## src/rtl/rs_gf8_pkg.sv

```systemverilog
// rs_gf8_pkg
//   GF(8) arithmetic shared by the RS(7,3) encoder and decoder.
//   Symbol bit order: bit[2] holds the x^0 coefficient, bit[0] holds x^2.
//   Field built on the primitive polynomial x^3+x+1.
//   Contents: code sizes, symbol type, a^k antilog table and its log inverse,
//   generator taps G3..G0, gf_mul(), and the encoder FSM state type.
package rs_gf8_pkg;

    localparam int SYM_W = 3;
    localparam int N     = 7;
    localparam int K     = 3;
    localparam int NPAR  = N - K;

    // Number of nonzero field elements (multiplicative group order)
    localparam int GF_ORD = 7;

    typedef logic [SYM_W-1:0] sym_t;

    // ALPHA[k] = a^k
    localparam sym_t ALPHA [0:6] = '{
        3'b100, 3'b010, 3'b001, 3'b110, 3'b011, 3'b111, 3'b101
    };

    // LOG[s] = k such that a^k = s; LOG[0] is a don't-care
    localparam int LOG [0:7] = '{0, 2, 1, 4, 0, 6, 3, 5};

    // g(x) = x^4 + a^3 x^3 + a^0 x^2 + a^1 x + a^3
    localparam sym_t G3 = 3'b110;
    localparam sym_t G2 = 3'b100;
    localparam sym_t G1 = 3'b010;
    localparam sym_t G0 = 3'b110;

    typedef enum logic [1:0] {
        IDLE  = 2'd0,
        SHIFT = 2'd1,
        DONE  = 2'd2
    } enc_state_t;

    // Multiply via log/antilog; zero operands short-circuit to zero
    function automatic sym_t gf_mul(sym_t a, sym_t b);
        int         e;
        logic [2:0] idx;
        if (a == '0 || b == '0) begin
            return '0;
        end else begin
            e   = (LOG[a] + LOG[b]) % GF_ORD;
            idx = 3'(e);
            return ALPHA[idx];
        end
    endfunction

endpackage

```

## src/rtl/gf8_const_multiplier.sv

```systemverilog
// gf8_const_multiplier
//   Combinational GF(8) multiply of a symbol by a fixed coefficient COEF.
//   Ports:
//     sym      in   3  input symbol
//     product  out  3  sym * COEF
module gf8_const_multiplier
    import rs_gf8_pkg::*;
#(
    parameter sym_t COEF = 3'b100
) (
    input  sym_t sym,
    output sym_t product
);

    // Constant operand lets synthesis fold the tables into a few XORs
    assign product = gf_mul(sym, COEF);

endmodule

```

## src/rtl/rs_encoder.sv

```systemverilog
// rs_encoder
//   Systematic RS(7,3) encoder over GF(8). Message symbols are shifted
//   m2, m1, m0 through an LFSR dividing by g(x); the 4 remainder symbols
//   become the parity appended below the message.
//   Ports:
//     clk        in   1   clock, rising edge
//     reset      in   1   synchronous, active-high
//     msg_valid  in   1   message present
//     msg_ready  out  1   encoder idle, can accept a message
//     message    in   9   {m2,m1,m0}
//     cw_valid   out  1   codeword holds a finished codeword
//     cw_ready   in   1   sink accepts codeword
//     codeword   out  21  {m2,m1,m0,p3,p2,p1,p0}
//     busy       out  1   high outside IDLE
module rs_encoder #(
    parameter int SYM_W = rs_gf8_pkg::SYM_W,
    parameter int N     = rs_gf8_pkg::N,
    parameter int K     = rs_gf8_pkg::K
) (
    input  logic               clk,
    input  logic               reset,
    input  logic               msg_valid,
    output logic               msg_ready,
    input  logic [K*SYM_W-1:0] message,
    output logic               cw_valid,
    input  logic               cw_ready,
    output logic [N*SYM_W-1:0] codeword,
    output logic               busy
);

    import rs_gf8_pkg::*;

    localparam int P = N - K;

    if (SYM_W != 3 || N != 7 || K != 3) begin : g_bad_param
        $error("rs_encoder supports only SYM_W=3, N=7, K=3");
    end

    localparam logic [1:0] LAST = 2'(K - 1);

    enc_state_t state, state_nxt;

    logic [K*SYM_W-1:0]          msg_q;
    logic [P-1:0][SYM_W-1:0]     par_q;
    logic [P-1:0][SYM_W-1:0]     par_nxt;
    logic [1:0]                  cnt;
    logic [N*SYM_W-1:0]          cw_q;
    sym_t                        sym_cur;
    sym_t                        fb;
    sym_t                        t3, t2, t1, t0;

    // State register
    always_ff @(posedge clk) begin
        if (reset) state <= IDLE;
        else       state <= state_nxt;
    end

    // Next-state logic
    always_comb begin
        state_nxt = state;
        case (state)
            IDLE:    if (msg_valid)     state_nxt = SHIFT;
            SHIFT:   if (cnt == LAST)   state_nxt = DONE;
            DONE:    if (cw_ready)      state_nxt = IDLE;
            default:                    state_nxt = IDLE;
        endcase
    end

    // Outputs
    always_comb begin
        msg_ready = (state == IDLE);
        cw_valid  = (state == DONE);
        busy      = (state != IDLE);
        codeword  = cw_q;
    end

    // Highest-order message symbol enters the divider first
    always_comb begin
        case (cnt)
            2'd0:    sym_cur = msg_q[8:6];
            2'd1:    sym_cur = msg_q[5:3];
            default: sym_cur = msg_q[2:0];
        endcase
    end

    assign fb = sym_cur ^ par_q[3];

    gf8_const_multiplier #(.COEF(G3)) u_mul3 (.sym(fb), .product(t3));
    gf8_const_multiplier #(.COEF(G2)) u_mul2 (.sym(fb), .product(t2));
    gf8_const_multiplier #(.COEF(G1)) u_mul1 (.sym(fb), .product(t1));
    gf8_const_multiplier #(.COEF(G0)) u_mul0 (.sym(fb), .product(t0));

    assign par_nxt = {par_q[2] ^ t3, par_q[1] ^ t2, par_q[0] ^ t1, t0};

    // Datapath: message latch, LFSR, output register
    always_ff @(posedge clk) begin
        if (reset) begin
            msg_q <= '0;
            par_q <= '0;
            cnt   <= '0;
            cw_q  <= '0;
        end else begin
            case (state)
                IDLE: begin
                    if (msg_valid) begin
                        msg_q <= message;
                        par_q <= '0;
                        cnt   <= '0;
                    end
                end
                SHIFT: begin
                    par_q <= par_nxt;
                    if (cnt == LAST) begin
                        cnt  <= '0;
                        // Last shift: the remainder is final, capture it directly
                        cw_q <= {msg_q, par_nxt};
                    end else begin
                        cnt <= cnt + 2'd1;
                    end
                end
                default: ;
            endcase
        end
    end

endmodule
```

## config.mk

```make
export PLATFORM = sky130hd
export DESIGN_NAME = rs_encoder
export DESIGN_NICKNAME = d
export VERILOG_FILES = /design/src/rtl/rs_gf8_pkg.sv /design/src/rtl/gf8_const_multiplier.sv /design/src/rtl/rs_encoder.sv
export SDC_FILE = /design/constraint.sdc
export NUM_CORES = 1
export LEC_CHECK = 0
export ABC_AREA = 0
export CORE_AREA = 2 2 81 83
export DETAILED_ROUTE_END_ITERATION = 7
export DIE_AREA = 0 0 83 85
export PLACE_DENSITY_LB_ADDON = 0.08
export SYNTH_ARGS = -nofsm -noshare
export SYNTH_HDL_FRONTEND = slang
export SYNTH_SLANG_ARGS = --single-unit
```

## constraint.sdc

```tcl
create_clock -name clk -period 4.4 [get_ports clk]
set_clock_uncertainty 0.1 [all_clocks]
set_input_delay 1.32 -clock clk [delete_from_list [all_inputs] [get_ports clk]]
set_output_delay 1.32 -clock clk [all_outputs]
set_load 0.02 [all_outputs]
```

Word-level counts from Yosys, hierarchy flattened
Memories as Yosys holds them, arrays and structs flattened.
Cells that the tools add are included.
{ "word_totals": {"output_inout_bits": 24, "word_cells": 67, "n_memories": 4, "ff_bits": 46, "romBits": 328, "in_bits": 13} }
{ "classes": {"eq_ne": 7, "n_div": 3, "mux": 21, "magnitude_cmp": 4, "bitwise_logic": 8, "add_sub_neg": 3, "reduce_logical": 9} }
{ "memory_table": {"columns": ["memory", "depth", "width", "rd", "rd_clocked_by_memory_dff", "write_ports", "line_no", "text"], "rows": [
  ["(no name shown)", 8, 32, 1, 0, 0, "rs_gf8_pkg.sv:46", "e = (LOG[a] + LOG[b]) % GF_ORD;"],
  ["(no name shown)", 8, 3, 1, 0, 0, "rs_gf8_pkg.sv:48", "return ALPHA[idx];"],
  ["(no name shown)", 8, 3, 1, 0, 0, "rs_gf8_pkg.sv:48", null],
  ["(no name shown)", 8, 3, 1, 0, 0, "rs_gf8_pkg.sv:48", null]
]} }
{ "op_table": {"columns": ["op", "n"], "rows": [
  ["remainder unit 32 x 4 -> 32 bit, second input constant", 3],
  ["2-to-1 mux 32 bit", 2],
  ["adder 32 x 2 -> 32 bit, second input constant", 1],
  ["adder 32 x 3 -> 32 bit, second input constant", 1],
  ["2-to-1 mux 3 bit", 9],
  ["case mux 12 bit (2 select lines)", 1],
  ["greater-or-equal comparator 4 bit, second input constant", 4],
  ["inverter 3 -> 4 bit", 4],
  ["2-to-1 mux 12 bit", 1],
  ["XOR 3 bit", 4],
  ["2-to-1 mux 2 bit", 5],
  ["case mux 2 bit (3 select lines)", 1],
  ["case mux 3 bit (2 select lines)", 1],
  ["AND reduction 2 bit", 3],
  ["== test 2 x 1 -> 1 bit, second input constant", 2],
  ["== test 2 bit, second input constant", 2],
  ["zero test 2 bit", 2],
  ["inequality test 2 bit, second input constant", 2],
  ["case mux 2 bit (2 select lines)", 1],
  ["nonzero test 2 bit", 2],
  ["zero test 3 bit", 1],
  ["AND reduction 3 bit", 1],
  ["adder 2 x 1 -> 2 bit, second input constant", 1],
  ["inequality test 2 x 1 -> 1 bit, second input constant", 1]
]} }

Longest topological paths before layout
Gate-level depths: netlist (run 1).
{ "depth": {"ltp_word": 16, "ltp_mapped": 20, "ltp_nobuf": 18} }

Modules after synthesis
A second synthesis (run 1) with hierarchy kept.
{ "unflattened": {"cells_unflattened": 359, "area_unflattened_um2": 3054.2} }
{ "by_module_without_submodules": {"columns": ["mod", "cells_each", "n_inst", "area_each_um2", "seq_area_each_um2"], "rows": [
  ["rs_encoder", 217, 1, 1885.6, 920.9],
  ["gf8_const_multiplier (u_mul0 ...)", 50, 2, 406.6, 0.0],
  ["gf8_const_multiplier (u_mul2)", 24, 1, 211.5, 0.0],
  ["gf8_const_multiplier (u_mul1)", 18, 1, 143.9, 0.0]
]} }

Least setup slack after synthesis (run 1)
No wires, ideal clock.
{ "synth_timing": {"path_kind": "reg2reg", "startpoint": "register cnt[0]", "endpoint": "register cw_q[11] (netlist: codeword[11])", "slack_ns": 0.136, "required_ns": 4.212, "arrival_time_ns": 4.076, "setup_time_ns": 0.088, "synth_period_minus_slack_ns": 4.264, "stages_incl_launch_ff": 20, "cell_sequence": "dfxtp_1 > buf_6 > mux2i_1 > mux2i_1 > and2_1 > buf_6 > inv_1 > ha_1 > nand3b_1 > a21boi_2 > ha_1 > nor2_1 > ha_1 > nor2_1 > nand2_1 > a2111oi_0 > mux2i_1 > mux2i_2 > nor3_1 > nor4_2"} }
{ "synth_between": {"elab_chain_len": 15} }
{ "synth_lines": {"columns": ["element", "line_no", "text"], "rows": [
  ["start: declaration", "rs_encoder.sv:46", "logic [1:0] cnt;"],
  ["start signal: assignment", "rs_encoder.sv:118", "cnt <= cnt + 2'd1;"],
  ["== test 2 x 1 -> 1 bit or zero test 2 bit (tied branches)", "rs_encoder.sv:79", "case (cnt)"],
  ["case mux 3 bit (2 select lines)", "rs_encoder.sv:79", null],
  ["XOR 3 bit", "rs_encoder.sv:86", "assign fb = sym_cur ^ par_q[3];"],
  ["inverter 3 -> 4 bit (not written as such)", "rs_gf8_pkg.sv:46", null],
  ["memory (8 x 32 bit)", null, null],
  ["2-to-1 mux 32 bit", null, null],
  ["2-to-1 mux 32 bit (not written as such)", "rs_gf8_pkg.sv:46", null],
  ["adder 32 x 3 -> 32 bit", null, null],
  ["remainder unit 32 x 4 -> 32 bit", null, null],
  ["inverter 3 -> 4 bit (not written as such)", "rs_gf8_pkg.sv:48", null],
  ["memory (8 x 3 bit)", null, null],
  ["2-to-1 mux 3 bit (2 in a row)", null, null],
  ["2-to-1 mux 3 bit", "rs_gf8_pkg.sv:43", "if (a == '0 || b == '0) begin"],
  ["XOR 3 bit", "rs_encoder.sv:93", "assign par_nxt = {par_q[2] ^ t3, par_q[1] ^ t2, par_q[0] ^ t1, t0};"],
  ["end signal: assignment", "rs_encoder.sv:116", "cw_q <= {msg_q, par_nxt};"],
  ["end: declaration", "rs_encoder.sv:47", "logic [N*SYM_W-1:0] cw_q;"]
]} }
Parallel ways exist; a longest one is shown, timed or not. The select of a mux whose other input is x is not followed.
A chain may end at the register's enable or synchronous reset.

Worst setup path in the final report (run 1)
{ "layout_timing": {"startpoint": "register cnt[0]", "endpoint": "register par_q[4] (netlist bit)"} }
{ "layout_between": {"elab_chain_len": 16} }
{ "layout_lines": {"columns": ["element", "line_no", "text"], "rows": [
  ["== test 2 x 1 -> 1 bit or zero test 2 bit (tied branches)", "rs_encoder.sv:79", null],
  ["case mux 3 bit (2 select lines) *", "rs_encoder.sv:79", null],
  ["XOR 3 bit *", "rs_encoder.sv:86", null],
  ["inverter 3 -> 4 bit (not written as such)", "rs_gf8_pkg.sv:46", null],
  ["memory (8 x 32 bit)", null, null],
  ["2-to-1 mux 32 bit (2 in a row)", null, null],
  ["adder 32 x 2 -> 32 bit", "rs_gf8_pkg.sv:46", null],
  ["remainder unit 32 x 4 -> 32 bit", "rs_gf8_pkg.sv:46", null],
  ["inverter 3 -> 4 bit (not written as such)", "rs_gf8_pkg.sv:48", null],
  ["memory (8 x 3 bit)", null, null],
  ["2-to-1 mux 3 bit (not written as such) (2 in a row)", "rs_gf8_pkg.sv:48", null],
  ["2-to-1 mux 3 bit *", "rs_gf8_pkg.sv:43", null],
  ["XOR 3 bit *", "rs_encoder.sv:93", null],
  ["case mux 12 bit (2 select lines) *", "rs_encoder.sv:103", "case (state)"],
  ["end signal: assignment", "rs_encoder.sv:112", "par_q <= par_nxt;"],
  ["end: declaration", "rs_encoder.sv:44", "logic [P-1:0][SYM_W-1:0] par_q;"]
]} }
Every way passes the cells marked *; elsewhere a longest branch is shown, timed or not. The select of a mux whose other input is x is not followed.

==> results of run 1 <==
[stage by stage]
| stage | setup slack, ns | cell area [um^2] | cells |
|---|---|---|---|
| finish | 0.341 | 3290 | 448 |
| global route | 0.0457 | 3290 | 448 |
| CTS | 0.0506 | 3230 | 445 |
| detailed placement | 0.0160 | 3120 | 437 |
| global placement | 0.247 | 3120 | 437 |
| floorplan | 0.136 | 2690 | 334 |
[per-layer routing]
metal	up-vias	share of wire, %
met5	-	0
met4	0	1.5
met3	8	3.1
met2	48	43
met1	1117	52
li1	1247	-
[final timing paths]
path / end / slack, ns / cells after the start
min reg2reg: codeword[1]$_SDFFE_PP0P_ / 0.36 / 2
min: codeword[1]$_SDFFE_PP0P_ / 0.36 / 2
max reg2reg: par_q[4]$_SDFFE_PP0P_ / 0.34 / 15
max: par_q[4]$_SDFFE_PP0P_ / 0.34 / 15
[cell usage after synthesis (2+ instances only)]
cell type	n	share of area, %
nand2_1	55	7.7
dfxtp_1	46	34
nor2_1	31	4.3
a21oi_1	30	5.6
nor3_1	15	2.8
clkbuf_1	14	2.0
nand3_1	14	2.6
ha_1	13	6.0
inv_1	11	1.5
mux2i_1	10	3.7
a211oi_1	7	2.0
a31oi_1	7	1.6
nand2b_1	6	1.4
and3_1	5	1.2
nor2b_1	5	1.2
xnor2_1	5	1.6
o21ai_0	4	0.74
or2_2	4	0.93
a311oi_2	3	1.7
and2_1	3	0.70
buf_6	3	1.3
a211o_1	2	0.65
a21boi_0	2	0.56
a21o_1	2	0.56
buf_1	2	0.28
nand4b_1	2	0.65
nor4b_1	2	0.65
o31ai_1	2	0.56
[worst reg2reg max path, stage by stage, from the launching register on]
cell	delay, ns
dfxtp_4	0.39
mux2i_2	0.16
o211a_1	0.22
or2_2	0.37
ha_1	0.34
mux2_2	0.32
ha_1	0.33
buf_4	0.17
inv_1	0.14
nor2_1	0.07
ha_1	0.21
or2_2	0.30
a32o_1	0.22
a311oi_2	0.33
mux2i_1	0.25
nand2_1	0.07
[power groups by stage]
| stage | clock network (uW) | registers (uW) | logic, uW |
|---|---|---|---|
| finish | 318 | 462 | 652 |
| global route | 337 | 466 | 718 |
| CTS | 325 | 461 | 608 |
| detailed placement | 0 | 471 | 604 |
| global placement | 0 | 470 | 603 |
| floorplan | 0 | 463 | 448 |
[cell families (layout without fill, tap and decap cells)]
family / count (synthesis) / after routing / synth area share, %
and+or+nand+nor: 151 / 151 / 26.7
muxes: 12 / 12 / 4.65
buffers and inverters: 32 / 69 / 5.35
adders and majority gates: 13 / 13 / 6.05
DFF: 46 / 46 / 34.2
AOI/OAI and AO/OA: 75 / 75 / 21.3
xor gates and xnor gates: 5 / 5 / 1.63
[placed cells by master (no fill, tap or decap), drive strengths merged, types with 2 or more instances in the layout]
cell type / Yosys / layout
and2: 4 / 4
a21oi: 30 / 30
a211oi: 8 / 8
nand2b: 6 / 6
a211o: 2 / 2
nand4b: 2 / 2
and3: 5 / 5
mux2i: 11 / 11
a31oi: 7 / 7
nor4b: 2 / 2
o31ai: 3 / 3
xnor2: 5 / 5
nand3: 15 / 15
clkbuf: 14 / 6
nor2: 31 / 31
a311oi: 3 / 3
clkdlybuf4s50: 0 / 35
or2: 4 / 4
a2111oi: 2 / 2
buf: 6 / 14
ha: 13 / 13
inv: 12 / 12
nor4: 2 / 2
o221ai: 2 / 2
a21o: 2 / 2
nand2: 56 / 56
nor3: 15 / 15
o21ai: 5 / 5
a21boi: 3 / 3
dfxtp: 46 / 46
nor2b: 5 / 5
[layout make-up]
cell class / count / share of cell area [%]
clock inverters: 2 / 1.14
multi-input cells: 256 / 50.5
well taps: 77 / 2.92
repair buffers: 49 / 13.7
flip-flops and latches: 46 / 28.1
clock buffers: 6 / 2.20
inverters: 12 / 1.37
[sequential cells by signal, indices dropped and copies added (netlist names)]
signal,cells
par_q,12
msg_q,9
cnt,2
state,2
codeword,21
[what timing repair did]
item | in CTS | in global routing
pin swaps | 0 | 1
buffers inserted | 0 | 3
setup endpoints to repair | 1 | 10
gates resized for setup | 1 | 9
==> results.py, run 1 <==
metrics = {
    "sta": {
        "layout_min_cycle_time_ns": 4.06,
        "max_freq_ghz": 0.246,
        "slew_viol_final": 0,
        "relSlewSlack_pct": 35.3,
        "rsz0062_at_grt": "no",
        "tightest_slew_ns": 0.971,
        "finalSetupViolCount": 0,
        "fin_crit_sh_pct": 92.3,
        "whs_ns": 0.357,
        "setup_tns_ns": 0,
        "final_hold_viol_count": 0,
    },
    "drt": {
        "first_iter_violations": 63,
        "ant_nets": 0,
        "drc_errors": 0,
        "drt_pre_antenna_iters": 4,
        "wire_per_inst_um": 14.8,
        "via_count": 2420,
        "routed_wirelength_um": 6640,
        "viasPerCell": 5.40,
    },
    "synth": {
        "synth_cells": 334,
        "synth_seq_cells": 46,
        "synth_edf_count": 0,
        "syn-cell-area_um2": 2690,
        "avgSynthCellArea_um2": 8.05,
        "yosysWarnings": 0,
        "syn_nets": 360,
        "ys_async_sr_fraction_pct": 0,
        "ys_seq_area_share_pct": 34.2,
        "synth_flop_cell": "dfxtp_1",
        "synth.distinct_cells": 57,
    },
    "job": {
        "drv_cap": 0,
    },
    "critical_path": {
        "startpoint_type": "flop",
        "cp_max_fo": 7,
        "path_class": "reg2reg",
        "path_buf_inv": 2,
        "startpoint": "cnt[0]$_SDFFE_PP0P_",
        "max_stage_delay_ns": 0.39,
        "rr_startpoint": "cnt[0]$_SDFFE_PP0P_",
        "path_cells": "mux2i_2 -> o211a_1 -> or2_2 -> ha_1 -> mux2_2 -> ha_1 -> buf_4 -> inv_1 -> nor2_1 -> ha_1 -> or2_2 -> a32o_1 -> a311oi_2 -> mux2i_1 -> nand2_1",
        "crit_path_frequent_cell": "ha_1",
        "cp.required_ns": 4.50,
        "critPathArrivalTime_ns": 4.16,
        "cp-end-kind": "flop",
        "slowest_stage": "dfxtp_4",
        "crit_family": "adder cells",
    },
    "layout": {
        "register_area_um2": 926,
        "insertedDiodeCount": 0,
        "nNetsFinal": 396,
        "drive_gt1_share_pct": 13.2,
        "areaGrowthSynthToFinish_pct": 22.5,
        "post-route-util_pct": 53.1,
        "fill_cells": 603,
        "multi_input_area_um2": 1660,
    },
    "global_route": {
        "grt_pass1_wl_um": 10800,
        "grt_usage_pct": 18.8,
        "grt_use_met3_pct": 3.11,
        "antenna_found_initial": 0,
        "grt_pass1_vias": 2175,
        "busiest_layer": "met2",
        "grt_max_degree": 53,
        "grt_util_met1_pct": 27.7,
        "grt_overflow_total": 0,
        "grtUsageMet2_pct": 28.2,
    },
    "place": {
        "globalplace.congestion": 0.875,
        "hpwl_um": 4750,
        "port_buffers": 36,
    },
    "power": {
        "report.power.total_uw": 1430,
        "internal-power_uw": 875,
        "cellPowerDensity_nw_per_um2": 435,
        "p_leak_uw": 0.00122,
        "peakVddDrop_v": 0.000194,
        "pwr-share-seq_pct": 32.3,
        "swShare_pct": 38.9,
        "clkPwrFrac_pct": 22.2,
        "p_switching_uw": 557,
        "p_comb_share_pct": 45.5,
    },
    "status": {
        "status": "completed",
    },
    "clock_tree": {
        "clockBufferDepth": 2,
        "cts-root-buf": "clkbuf_8",
        "cts_max_level": 2,
        "hold_buffers": 0,
        "cts.sinks": 46,
        "cts.reportedPaths.clkPinSlew_ns": 0.09,
        "worstSkewPairLatency_ns": 0.30,
        "cts_tree": "built",
        "cts_buffers": 5,
    },
    "hold_path": {
        "hold_class": "reg2reg",
        "min_from": "codeword[1]$_SDFFE_PP0P_",
    },
    "floorplanning": {
        "core_um2": 6200,
        "row_count": 29,
        "die_h_um": 85,
        "die_w_um": 83,
        "fp.dieArea_um2": 7060,
        "start_util_pct": 43.4,
        "io_pins": 37,
    },
}
No activity file was read; power rests on OpenSTA's default activity.
==> inputs of run 2 (changes only) <==
- CORE_AREA: 2 2 81 83 -> 2 2 78 80
- DIE_AREA: 0 0 83 85 -> 0 0 80 82
==> run 2 against run 1 <==
  * Sequential share of layout area up 0.24 points
  * Combinational power fell by 3.5%
  * Register-to-register slack got worse by 0.04 ns
  * Wire length grew 0.14%
  * First-iteration DRC count rose by 22%
  * Fmax down 0.88%
  * Sequential power is essentially flat
  * Critical path type unchanged
  * Critical endpoint unchanged
  * Largest cell class unchanged
==> results.py, run 2 (synthesis results as in run 1) <==
metrics = {
    "hold_path": {
        "holdPathStages": 2,
        "hold_class": "reg2reg",
        "hold_end": "codeword[13]$_SDFFE_PP0P_",
        "min_from": "codeword[13]$_SDFFE_PP0P_",
    },
    "place": {
        "port_buffers": 36,
        "globalplace.congestion": 0.849,
        "hpwl_um": 4800,
    },
    "drt": {
        "drt_pre_antenna_iters": 4,
        "drc_errors": 0,
        "wire_per_inst_um": 14.9,
        "via_count": 2439,
        "viasPerCell": 5.48,
        "ant_nets": 0,
        "routed_wirelength_um": 6650,
        "first_iter_violations": 77,
    },
    "global_route": {
        "grt_pass1_vias": 2313,
        "grt_overflow_total": 0,
        "grtUsageMet2_pct": 34.3,
        "grt_util_met1_pct": 29.1,
        "grt_max_degree": 31,
        "grt_usage_pct": 21.5,
        "grt_use_met3_pct": 4.51,
        "grt_pass1_wl_um": 11000,
        "busiest_layer": "met2",
        "antenna_found_initial": 0,
    },
    "critical_path": {
        "r2r_cells": 17,
        "reg2reg_to": "par_q[4]$_SDFFE_PP0P_",
        "cp_max_fo": 7,
        "path_class": "reg2reg",
        "r2r_setup_slack_ns": 0.30,
        "startpoint_type": "flop",
        "cp-end-kind": "flop",
        "critPathArrivalTime_ns": 4.20,
        "cp.required_ns": 4.51,
        "rr_startpoint": "cnt[0]$_SDFFE_PP0P_",
    },
    "sta": {
        "relSlewSlack_pct": 36.2,
        "whs_ns": 0.358,
        "layout_min_cycle_time_ns": 4.10,
        "fin_crit_sh_pct": 93.1,
        "slew_viol_final": 0,
        "max_freq_ghz": 0.244,
        "finalSetupViolCount": 0,
        "final_hold_viol_count": 0,
        "tightest_slew_ns": 0.955,
    },
    "layout": {
        "post-route-util_pct": 56.7,
        "largest_reg_flops": 21,
        "layout_commonest_cell": "nand2_1",
        "drive_gt1_share_pct": 12.2,
        "areaGrowthSynthToFinish_pct": 21.1,
        "nNetsFinal": 395,
        "insertedDiodeCount": 0,
        "final_cell_mix": "55 x nand2_1, 44 x dfxtp_1, 35 x clkdlybuf4s50_1",
    },
    "power": {
        "cellPowerDensity_nw_per_um2": 417,
        "report.power.total_uw": 1360,
        "p_leak_uw": 0.00122,
        "peakVddDrop_v": 0.000172,
    },
    "clock_tree": {
        "clockBufferDepth": 2,
        "cts_tree": "built",
        "cts.reportedPaths.clkPinSlew_ns": 0.10,
        "cts-root-buf": "clkbuf_8",
        "hold_buffers": 0,
        "cts_buffers": 5,
        "cts_max_level": 2,
        "cts.sinks": 46,
        "worstSkewPairLatency_ns": 0.30,
    },
    "floorplanning": {
        "row_count": 28,
        "fp.dieArea_um2": 6560,
        "die_h_um": 82,
        "io_pins": 37,
        "die_w_um": 80,
        "core_um2": 5750,
        "start_util_pct": 46.8,
    },
    "job": {
        "drv_cap": 0,
    },
    "status": {
        "status": "completed",
    },
}
-- run 2: cell types whose count changed in the layout (fill, tap and decap cells not counted), sizes merged --
cell | before | now
clkinvlp | 1 | 0
buf | 14 | 13
bufinv | 1 | 0
clkinv | 0 | 2
-- run 2: critical path: stages, from the launching register on --
cell,delay (ns)
dfxtp_2,0.42
mux2i_1,0.23
mux2i_1,0.24
and2_1,0.22
inv_1,0.12
ha_1,0.23
nand3b_1,0.22
a21boi_2,0.20
ha_1,0.31
buf_4,0.17
inv_1,0.14
nor2_1,0.07
ha_1,0.21
or2_2,0.29
a32o_1,0.24
a311oi_4,0.28
mux2i_1,0.24
nand2_1,0.06
-- run 2: layout make-up --
type                            instances  area [um^2]
Clock inverter                          2         13.8
Inverter                               12         45.0
Tap cell                               75         93.8
Fill cell                             572         2490
Sequential cell                        46          923
Clock buffer                            6         72.6
Timing Repair Buffer                   48          445
Multi-Input combinational cell        256         1660
-- run 2: worst max-delay path by stage --
stage,end,slack (ns),startpoint
finish,par_q[4]$_SDFFE_PP0P_,0.30,cnt[0]$_SDFFE_PP0P_
global route,par_q[4]$_SDFFE_PP0P_,-0.003,cnt[0]$_SDFFE_PP0P_
CTS,codeword[11]$_SDFFE_PP0P_,0.05,cnt[0]$_SDFFE_PP0P_
detailed placement,codeword[11]$_SDFFE_PP0P_,-0.003,cnt[0]$_SDFFE_PP0P_
global placement,par_q[4]$_SDFFE_PP0P_,0.24,cnt[0]$_SDFFE_PP0P_
floorplan,codeword[11]$_SDFFE_PP0P_,0.14,cnt[0]$_SDFFE_PP0P_
-- run 2: repair_timing --
action / in CTS / in global routing
buffers inserted: 0 / 1
gates resized for setup: 1 / 6
pin swaps: 0 / 1
endpoints found under the setup margin: 1 / 10
-- run 2: per-stage QoR --
stage / instance area, um^2 / setup TNS (ns) / worst slack (ns) / instances
6_report: 3260 / 0 / 0.304 / 445
5_1_grt: 3260 / -0.00340 / -0.00340 / 445
3_3_place_gp: 3130 / 0 / 0.237 / 436
2_1_floorplan: 2690 / 0 / 0.136 / 334
4_1_cts: 3210 / 0 / 0.0464 / 444
3_5_place_dp: 3130 / -0.00271 / -0.00271 / 436
-- run 2: report_power, final --
part / internal [uW] / switching, uW / total, uW
Sequential: 439 / 21.8 / 461
Combinational: 250 / 379 / 629
Clock: 113 / 156 / 268
Total: 802 / 557 / 1360
-- run 2: metal layers --
layer	vias up	share of wire, %
met1	1144	49
li1	1240	-
met4	0	1.4
met5	-	0
met3	9	4.1
met2	46	45
==> inputs of run 3 (changes only) <==
- CORE_AREA: 2 2 78 80 -> 2 2 70 88
- DIE_AREA: 0 0 80 82 -> 0 0 72 90
- GPL_TIMING_DRIVEN: unset -> 1
==> run 3 against run 2 <==
  * Worst hold slack improved by 0.0025 ns
  * Clock power about the same
  * Fmax about the same
  * Total power decreased by 0.51%
  * Cell area decreased by 0.81%
  * Via count decreased by 0.70%
  * Combinational power decreased by 1%
  * Non-clock buffer count decreased by 2
  * Sequential power about the same
  * Cell count decreased by 2.5%
  * Clock-buffer cell count decreased by 1
  * Largest cell class unchanged
==> results.py, run 3 (synthesis results as in run 1) <==
metrics = {
    "critical_path": {
        "critPathArrivalTime_ns": 4.20,
        "cp_max_fo": 8,
        "crit_path_frequent_cell": "ha_1",
        "path_cells": "mux2i_1 -> a211oi_1 -> or2_2 -> inv_2 -> ha_1 -> mux2_2 -> ha_1 -> buf_4 -> inv_1 -> nor2_1 -> ha_1 -> or2_2 -> a32o_1 -> a311oi_2 -> mux2i_1 -> nand2_1",
        "startpoint_type": "flop",
        "path_depth": 16,
        "cp-end-kind": "flop",
        "max_stage_delay_ns": 0.41,
        "r2r_cells": 16,
        "path_buf_inv": 3,
        "slowest_stage": "dfxtp_4",
        "path_class": "reg2reg",
        "crit_family": "simple AND/OR/NAND/NOR gates",
        "cp.required_ns": 4.51,
    },
    "floorplanning": {
        "core_um2": 5700,
        "die_h_um": 90,
        "fp.dieArea_um2": 6480,
        "row_count": 31,
        "die_w_um": 72,
        "start_util_pct": 47.2,
        "io_pins": 37,
    },
    "place": {
        "port_buffers": 36,
        "placed_cells": 426,
        "globalplace.congestion": 0.910,
        "hpwl_um": 4850,
        "placed_area_um2": 3110,
    },
    "sta": {
        "slew_viol_final": 0,
        "tightest_slew_ns": 0.918,
        "relSlewSlack_pct": 38.8,
        "max_freq_ghz": 0.244,
        "layout_min_cycle_time_ns": 4.10,
        "fin_crit_sh_pct": 93.1,
        "whs_ns": 0.361,
        "final_hold_viol_count": 0,
        "finalSetupViolCount": 0,
    },
    "power": {
        "p_switching_uw": 553,
        "p_leak_uw": 0.00120,
        "peakVddDrop_v": 0.000197,
        "report.power.total_uw": 1350,
        "swShare_pct": 40.9,
        "cellPowerDensity_nw_per_um2": 418,
        "p_comb_share_pct": 45.9,
        "clkPwrFrac_pct": 19.9,
        "pwr-share-seq_pct": 34.2,
        "internal-power_uw": 799,
    },
    "clock_tree": {
        "cts-root-buf": "clkbuf_8",
        "cts_tree": "built",
        "worstSkewPairLatency_ns": 0.30,
        "cts.reportedPaths.clkPinSlew_ns": 0.09,
        "cts.sinks": 46,
        "clockBufferDepth": 2,
        "cts_buffers": 5,
        "cts_max_level": 2,
    },
    "layout": {
        "final_area_um2": 3230,
        "drive_gt1_share_pct": 12.5,
        "largest_reg_flops": 21,
        "layout_commonest_cell": "nand2_1",
        "insertedDiodeCount": 0,
        "areaGrowthSynthToFinish_pct": 20.1,
        "final_cell_mix": "55 x nand2_1, 44 x dfxtp_1, 35 x clkdlybuf4s50_1",
        "fin_cells": 434,
        "post-route-util_pct": 56.7,
        "nNetsFinal": 393,
    },
    "global_route": {
        "grt_pass1_wl_um": 11400,
        "grt_overflow_total": 0,
        "grt_max_degree": 34,
        "grt_pass1_vias": 2392,
        "antenna_found_initial": 0,
        "grt_usage_pct": 22.0,
    },
    "hold_path": {
        "hold_class": "reg2reg",
        "holdPathStages": 2,
    },
    "drt": {
        "wire_per_inst_um": 15.4,
        "drt_pre_antenna_iters": 4,
        "drc_errors": 0,
        "viasPerCell": 5.58,
        "via_count": 2422,
        "first_iter_violations": 126,
        "ant_nets": 0,
        "routed_wirelength_um": 6680,
    },
    "job": {
        "drv_cap": 0,
    },
    "status": {
        "status": "completed",
    },
}
## run 3: cell count changes in the layout (fill, tap and decap cells not counted), sizes merged
| cell | delta |
|---|---|
| inv | +1 |
| buf | -2 |
| clkbuf | -1 |
## run 3: path summary, 6_finish.rpt
check	from	end	slack (ns)
min	codeword[1]$_SDFFE_PP0P_	codeword[1]$_SDFFE_PP0P_	0.36
max reg2reg	cnt[0]$_SDFFE_PP0P_	par_q[4]$_SDFFE_PP0P_	0.30
max	cnt[0]$_SDFFE_PP0P_	par_q[4]$_SDFFE_PP0P_	0.30
min reg2reg	codeword[1]$_SDFFE_PP0P_	codeword[1]$_SDFFE_PP0P_	0.36
## run 3: stage by stage
step,worst slack (ns),TNS (ns)
floorplan,0.136,0
global placement,0.160,0
detailed placement,0.0792,0
CTS,0.0141,0
global route,-0.0155,-0.0155
finish,0.302,0
## run 3: final cells by class
class,instances,area [um^2]
Fill cell,534,2470
Multi-Input combinational cell,256,1660
Sequential cell,46,926
Timing Repair Buffer,46,430
Tap cell,66,82.6
Clock buffer,5,68.8
Inverter,12,45.0
Clock inverter,3,18.8
## run 3: per-layer routing
layer	GRT usage, %	wire length (um)	up-vias	part of all wire, %
met5	0	0	-	0
li1	-	-	1231	-
met4	8.81	187	0	2.8
met1	27.7	2920	1118	44
met3	3.81	236	14	3.5
met2	36.8	3330	59	50
## run 3: repair_timing
item	4_1_cts	5_1_grt
endpoints found under the setup margin	0	10
hold buffers	0	0
buffers inserted	0	0
gates resized for setup	0	9
## run 3: tightest hold or removal path: stages, from the launching register on
cell and delay [ns]:
dfxtp_1 0.32, nand2_1 0.05, a21oi_1 0.05
## run 3: power by group through the flow
stage	registers (uW)	logic [uW]	clock network, uW
global route	466	692	294
floorplan	463	448	0
global placement	471	602	0
detailed placement	472	602	0
CTS	462	605	277
finish	462	620	269
